==> src/rtl/wb_queue_pkg.sv <==
// Shared types and default sizing for the write-back queue.
package wb_pkg;
    localparam int WB_WIDTH    = 32;
    localparam int WB_SELECTOR = 5;
    localparam int WB_DEPTH    = 4;

    localparam logic [WB_SELECTOR-1:0] ZERO_REG = '0;

    typedef struct packed {
        logic [WB_SELECTOR-1:0] idx;
        logic [WB_WIDTH-1:0]    data;
    } wb_entry_t;
endpackage

==> src/rtl/wb_queue_if.sv <==
// Write-request handshake between a producer (master) and the write-back queue (slave).
interface wb_queue_if
    import wb_pkg::*;
#(
    parameter int WIDTH    = WB_WIDTH,
    parameter int SELECTOR = WB_SELECTOR
);
    logic                wb_valid_i;
    logic                wb_ready_o;
    logic [SELECTOR-1:0] wb_reg_i;
    logic [WIDTH-1:0]    wb_data_i;

    modport master (output wb_valid_i, output wb_reg_i, output wb_data_i, input wb_ready_o);
    modport slave  (input wb_valid_i, input wb_reg_i, input wb_data_i, output wb_ready_o);
endinterface

==> src/rtl/wb_bypass_lookup.sv <==
// Newest-first search of the queued entries for one register read index.
module wb_bypass_lookup
    import wb_pkg::*;
#(
    parameter  int WIDTH    = WB_WIDTH,
    parameter  int SELECTOR = WB_SELECTOR,
    parameter  int DEPTH    = WB_DEPTH,
    localparam int IDX_W    = $clog2(DEPTH),
    localparam int PTR_W    = IDX_W + 1
) (
    input  wb_entry_t           entries_i [DEPTH],
    input  logic [PTR_W-1:0]    head_i,
    input  logic [PTR_W-1:0]    level_i,
    input  logic [SELECTOR-1:0] lookup_i,
    output logic                hit_o,
    output logic [WIDTH-1:0]    hit_data_o
);
    // Walk oldest to newest so a later (newer) match overrides an earlier one.
    always_comb begin
        logic [IDX_W-1:0] slot;
        slot       = '0;
        hit_o      = 1'b0;
        hit_data_o = '0;
        if (lookup_i != SELECTOR'(ZERO_REG)) begin
            for (int i = 0; i < DEPTH; i++) begin
                slot = head_i[IDX_W-1:0] + IDX_W'(i);
                if ((PTR_W'(i) < level_i) && (entries_i[slot].idx == lookup_i)) begin
                    hit_o      = 1'b1;
                    hit_data_o = entries_i[slot].data;
                end
            end
        end
    end
endmodule

==> src/rtl/wb_queue.sv <==
// Write-back FIFO feeding the register file write port; bypass search
// compiled in only when WB_BYPASS_EN is defined.
module wb_queue
    import wb_pkg::*;
#(
    parameter  int WIDTH    = WB_WIDTH,
    parameter  int SELECTOR = WB_SELECTOR,
    parameter  int DEPTH    = WB_DEPTH,
    localparam int IDX_W    = $clog2(DEPTH),
    localparam int PTR_W    = IDX_W + 1
) (
    input  logic                clk,
    input  logic                rst,
    wb_queue_if.slave           wb,
    input  logic                drain_hold_i,
    output logic                Reg_Write_o,
    output logic [SELECTOR-1:0] Write_Register_o,
    output logic [WIDTH-1:0]    Write_Data_o,
    input  logic [SELECTOR-1:0] lookup_reg_1_i,
    input  logic [SELECTOR-1:0] lookup_reg_2_i,
    output logic                hit_1_o,
    output logic                hit_2_o,
    output logic [WIDTH-1:0]    hit_data_1_o,
    output logic [WIDTH-1:0]    hit_data_2_o,
    output logic [PTR_W-1:0]    level_o
);
    logic [PTR_W-1:0] head_q, head_d;
    logic [PTR_W-1:0] tail_q, tail_d;
    wb_entry_t        mem_q [DEPTH];
    wb_entry_t        head_entry;
    logic             empty, full, enq, pop;

    assign empty = (head_q == tail_q);
    assign full  = (head_q[IDX_W-1:0] == tail_q[IDX_W-1:0]) && (head_q[PTR_W-1] != tail_q[PTR_W-1]);
    // Register-0 writes finish the handshake but are never stored.
    assign enq   = wb.wb_valid_i && !full && (wb.wb_reg_i != SELECTOR'(ZERO_REG));
    assign pop   = !empty && !drain_hold_i;

    assign wb.wb_ready_o = !full;
    assign level_o       = tail_q - head_q;

    always_comb begin
        head_d = head_q;
        tail_d = tail_q;
        if (pop) head_d = head_q + PTR_W'(1);
        if (enq) tail_d = tail_q + PTR_W'(1);
    end

    always_ff @(posedge clk) begin
        if (!rst) begin
            head_q <= '0;
            tail_q <= '0;
        end else begin
            head_q <= head_d;
            tail_q <= tail_d;
        end
    end

    always_ff @(posedge clk) begin
        if (enq) mem_q[tail_q[IDX_W-1:0]] <= '{idx: wb.wb_reg_i, data: wb.wb_data_i};
    end

    assign head_entry       = mem_q[head_q[IDX_W-1:0]];
    assign Reg_Write_o      = pop;
    assign Write_Register_o = empty ? '0 : head_entry.idx;
    assign Write_Data_o     = empty ? '0 : head_entry.data;

`ifdef WB_BYPASS_EN
    wb_bypass_lookup #(.WIDTH(WIDTH), .SELECTOR(SELECTOR), .DEPTH(DEPTH)) u_lookup_1 (
        .entries_i (mem_q),
        .head_i    (head_q),
        .level_i   (level_o),
        .lookup_i  (lookup_reg_1_i),
        .hit_o     (hit_1_o),
        .hit_data_o(hit_data_1_o)
    );
    wb_bypass_lookup #(.WIDTH(WIDTH), .SELECTOR(SELECTOR), .DEPTH(DEPTH)) u_lookup_2 (
        .entries_i (mem_q),
        .head_i    (head_q),
        .level_i   (level_o),
        .lookup_i  (lookup_reg_2_i),
        .hit_o     (hit_2_o),
        .hit_data_o(hit_data_2_o)
    );
`else
    logic unused_lookup;
    assign unused_lookup = ^{lookup_reg_1_i, lookup_reg_2_i};
    assign hit_1_o       = 1'b0;
    assign hit_2_o       = 1'b0;
    assign hit_data_1_o  = '0;
    assign hit_data_2_o  = '0;
`endif
endmodule

==> src/flat_wrapper.sv <==
// flat-port wrapper written by rule: the top's interface ports become plain ports
module wb_queue_flat import wb_pkg::*;
#(
    parameter  int WIDTH    = WB_WIDTH,
    parameter  int SELECTOR = WB_SELECTOR,
    parameter  int DEPTH    = WB_DEPTH,
    localparam int IDX_W    = $clog2(DEPTH),
    localparam int PTR_W    = IDX_W + 1
)
  (clk, rst, drain_hold_i, Reg_Write_o, Write_Register_o, Write_Data_o, lookup_reg_1_i, lookup_reg_2_i, hit_1_o, hit_2_o, hit_data_1_o, hit_data_2_o, level_o, wb_wb_valid_i, wb_wb_reg_i, wb_wb_data_i, wb_wb_ready_o);
  wb_queue_if #(.WIDTH(WIDTH), .SELECTOR(SELECTOR)) wb_i ();
  input  logic clk;
  input  logic rst;
  input  logic drain_hold_i;
  output logic Reg_Write_o;
  output logic [SELECTOR-1:0] Write_Register_o;
  output logic [WIDTH-1:0] Write_Data_o;
  input  logic [SELECTOR-1:0] lookup_reg_1_i;
  input  logic [SELECTOR-1:0] lookup_reg_2_i;
  output logic hit_1_o;
  output logic hit_2_o;
  output logic [WIDTH-1:0] hit_data_1_o;
  output logic [WIDTH-1:0] hit_data_2_o;
  output logic [PTR_W-1:0] level_o;
  input wire logic [$bits(wb_i.wb_valid_i)-1:0] wb_wb_valid_i;
  input wire logic [$bits(wb_i.wb_reg_i)-1:0] wb_wb_reg_i;
  input wire logic [$bits(wb_i.wb_data_i)-1:0] wb_wb_data_i;
  output wire logic [$bits(wb_i.wb_ready_o)-1:0] wb_wb_ready_o;
  assign wb_i.wb_valid_i = wb_wb_valid_i;
  assign wb_i.wb_reg_i = wb_wb_reg_i;
  assign wb_i.wb_data_i = wb_wb_data_i;
  assign wb_wb_ready_o = wb_i.wb_ready_o;
  wb_queue #(.WIDTH(WIDTH), .SELECTOR(SELECTOR), .DEPTH(DEPTH)) u_core (.clk(clk), .rst(rst), .wb(wb_i), .drain_hold_i(drain_hold_i), .Reg_Write_o(Reg_Write_o), .Write_Register_o(Write_Register_o), .Write_Data_o(Write_Data_o), .lookup_reg_1_i(lookup_reg_1_i), .lookup_reg_2_i(lookup_reg_2_i), .hit_1_o(hit_1_o), .hit_2_o(hit_2_o), .hit_data_1_o(hit_data_1_o), .hit_data_2_o(hit_data_2_o), .level_o(level_o));
endmodule
==> config.mk <==
export PLATFORM = sky130hd
export DESIGN_NAME = wb_queue_flat
export DESIGN_NICKNAME = d
export VERILOG_FILES = /design/src/rtl/wb_queue_pkg.sv /design/src/rtl/wb_queue_if.sv /design/src/rtl/wb_bypass_lookup.sv /design/src/rtl/wb_queue.sv /design/src/flat_wrapper.sv
export SDC_FILE = /design/constraint.sdc
export NUM_CORES = 1
export LEC_CHECK = 0
export ABC_AREA = 1
export CORE_UTILIZATION = 50
export CTS_CLUSTER_SIZE = 24
export DETAILED_ROUTE_END_ITERATION = 12
export GPL_TIMING_DRIVEN = 0
export MAX_ROUTING_LAYER = met4
export PLACE_DENSITY_LB_ADDON = 0.12
export SLEW_MARGIN = 30
export SYNTH_ARGS = -nofsm -noshare
export SYNTH_HDL_FRONTEND = slang
export SYNTH_HIERARCHICAL = 1
export SYNTH_SLANG_ARGS = --single-unit
==> constraint.sdc <==
create_clock -name clk -period 10.2 [get_ports clk]
set_clock_uncertainty 0.2 [all_clocks]
set_input_delay 2.55 -clock clk [delete_from_list [all_inputs] [get_ports clk]]
set_output_delay 2.55 -clock clk [all_outputs]
set_load 0.03 [all_outputs]
==> impl_metrics.json <==
{
  "p_leak_nw": 3.44,
  "hold_buffers": 0,
  "pin_count": 159,
  "clk_pin_slew_ns": 0.06,
  "htreeDepth": 4,
  "diodes": 0,
  "overflow": 0,
  "antenna_found_initial": 0,
  "path_common_cell": "clkdlybuf4s50_1",
  "yosysWarnings": 6,
  "ir_drop_uv": 119,
  "status": "complete, no violations",
  "p_clk_frac": 0.314,
  "required_ns": 7.45,
  "num_rows": 42,
  "vias": 4500,
  "switchingPower_w": 0.000641,
  "pwr-share-comb": 0.310,
  "via_per_inst": 4.79,
  "synth_top_family_by_area": "buffers and inverters",
  "p_per_area_nw_per_um2": 225,
  "wl_mm": 14.1,
  "track_usage": 0.216,
  "setup_tns_ns": 0,
  "cts_buffers": 17,
  "min_period_ns": 6.61,
  "cts_tree": "done",
  "hold_viol": 0,
  "wl_per_cell_um": 15.0,
  "slew_headroom": 0.537,
  "grt_pass1_vias": 4425,
  "synth_xor_xnor_area_share": 0.00259,
  "synthTopCellsByArea": "edfxtp_1 (66%), nor2_1 (9.1%), buf_4 (8.1%)",
  "critPathBufInv": 4,
  "dp_hpwl_mm": 9.07,
  "syn_inst": 577,
  "grt_pass1_wl_mm": 22.2,
  "cpMaxStageDelayCell": "clkdlybuf4s50_1",
  "syn_area_per_cell_um2": 11.7,
  "syn_to_final_growth_pct": 31.2,
  "place.gp.congestion": 0.742,
  "p_int_w": 0.00135,
  "die_area_um2": 14000,
  "netSwitchingFraction": 0.322,
  "clk_path_buf_depth": 2,
  "slowest_delay_ns": 0.67,
  "final_area_um2": 8860,
  "synth_top_area_frac": 0.658,
  "cap_violations": 0,
  "drc_errors": 0,
  "drive_above_1_share": 0.181,
  "yosys.area.top_type": "edfxtp_1",
  "core_region_area_um2": 13200,
  "cp.arrival_ns": 3.86,
  "max_slew.worst_pin.slew_ns": 0.694,
  "syn_area_um2": 6760,
  "synth_compound_area_frac": 0.0845,
  "post-cts-setup-buffer-count": 0,
  "initial_core_util": 0.512,
  "cts-resized-gates": 0,
  "path_max_fanout": 5,
  "ant_nets": 0,
  "die_w_um": 118,
  "ys_seq_elements": 156,
  "rsz0062_at_grt": "no",
  "cts.root.buffer_cell": "clkbuf_16",
  "synthSimpleGateAreaFrac": 0.107,
  "grt_max_degree": 21,
  "worstSetupStartpointType": "primary input",
  "crit_family": "buffers and inverters",
  "cp_cell_sequence": "clkdlybuf4s50_1 > inv_1 > nand2_1 > inv_2 > clkdlybuf4s50_1",
  "p_seq_frac": 0.375,
  "final-setup-viol-count": 0,
  "synth_fa_ha_area_frac": 0.0159,
  "synth-seq-area-share": 0.682,
  "fmaxAchievable_ghz": 0.151,
  "holdCritPathClass": "reg -> reg",
  "finalMaxSlewViolations": 0,
  "endpoint_kind": "output port",
  "synth.mux.area_fraction": 0,
  "portBuffers": 82,
  "clock_latency_ns": 0.41,
  "nNetsFinal": 809,
  "drt_pre_antenna_iters": 5,
  "min_period_over_period": 0.648,
  "place_area_um2": 8260,
  "drtIter0Drc": 218,
  "synth_cell_types": 23,
  "cts.sinks": 156,
  "die_h_um": 118,
  "critPathKind": "in -> out"
}
power by group through the flow:
stage / Combinational, W / Clock, W / Sequential, W
floorplan: 0.000382 / 0 / 0.000760
detailed placement: 0.000620 / 0 / 0.000761
CTS: 0.000623 / 0.000637 / 0.000748
global placement: 0.000598 / 0 / 0.000763
finish: 0.000619 / 0.000626 / 0.000748
global route: 0.000661 / 0.000661 / 0.000750
placed cells by master, fill, tap and decap left out, types with 4 or more instances in the layout:
cell type          n
a21oi_1           39
buf_16             7
buf_2              7
buf_4             73
clkbuf_16         17
clkbuf_2           5
clkdlybuf4s50_1   82
clkinvlp_4         4
conb_1            66
dfxtp_1            8
edfxtp_1         148
ha_1               7
inv_1             14
inv_2              5
nand2_1           14
nand2_2            4
nor2_1           159
nor2_4             4
o21ai_0           15
o21ai_1           60
path summary, 6_finish.rpt:
path / slack (ns) / start / cells after the start / endpoint
min reg2reg: 0.31 / u_core/tail_q[2] / 2 / u_core/tail_q[2]
max: 3.59 / drain_hold_i / 5 / Reg_Write_o
max reg2reg: 7.67 / u_core/tail_q[0] / 8 / u_core/mem_q[2][11]
min: 0.31 / u_core/tail_q[2] / 2 / u_core/tail_q[2]
routing by layer:
metal | vias up | share of wire | global-route usage
met5 | - | 0 | -
met3 | 20 | 0.078 | 0.0545
met4 | 0 | 0.016 | 0.0881
met1 | 2085 | 0.40 | 0.241
met2 | 200 | 0.51 | 0.370
li1 | 2195 | - | -
tightest hold or removal path, stage by stage, from the launching register on:
cell	delay [ns]
dfxtp_1	0.33
nand2_1	0.08
a21oi_1	0.05
Yosys cell counts, drive strengths merged:
cell and count:
edfxtp 148, xor2 2, conb 1, fa 1, dfxtp 8, nand3 3, nor2 163, inv 19
o21ai 75, a21oi 39, nand4 1, ha 7, clkbuf 6, nand2 18, buf 86
logic make-up (layout without fill, tap and decap cells):
family | after synthesis | after routing
AO/OA/AOI/OAI | 114 | 114
XOR/XNOR | 2 | 2
adder cells (fa/ha/maj) | 8 | 8
buffers and inverters | 111 | 232
flip-flops | 156 | 156
other | 1 | 66
AND/OR/NAND/NOR | 185 | 185
layout make-up:
type	instances	area, µm²
fill	997	4330
buffer	92	657
multi-input combinational	375	1700
clock buffer	18	429
inverter	19	71.3
clock inverter	14	168
sequential	156	4600
tap	176	220
timing repair buffer	89	1010
metrics by stage:
step	setup slack (ns)	util	power [W]	std cells	hold slack, ns
final	3.59	0.672	0.00199	939	0.309
after global routing	3.54	0.672	0.00207	939	0.337
after floorplan	4.63	-	0.00114	642	0.275
after detailed placement	3.58	0.626	0.00138	907	0.308
after global placement	3.20	0.610	0.00136	900	0.290
after CTS	3.58	0.672	0.00201	939	0.315
flip-flops by register name, indices dropped and copies added, names as in the netlist, named ones only:
| name | count |
|---|---|
| u_core/tail_q | 3 |
| u_core/head_q | 3 |
| u_core/mem_q | 148 |
(Power assumes the default switching activity.)
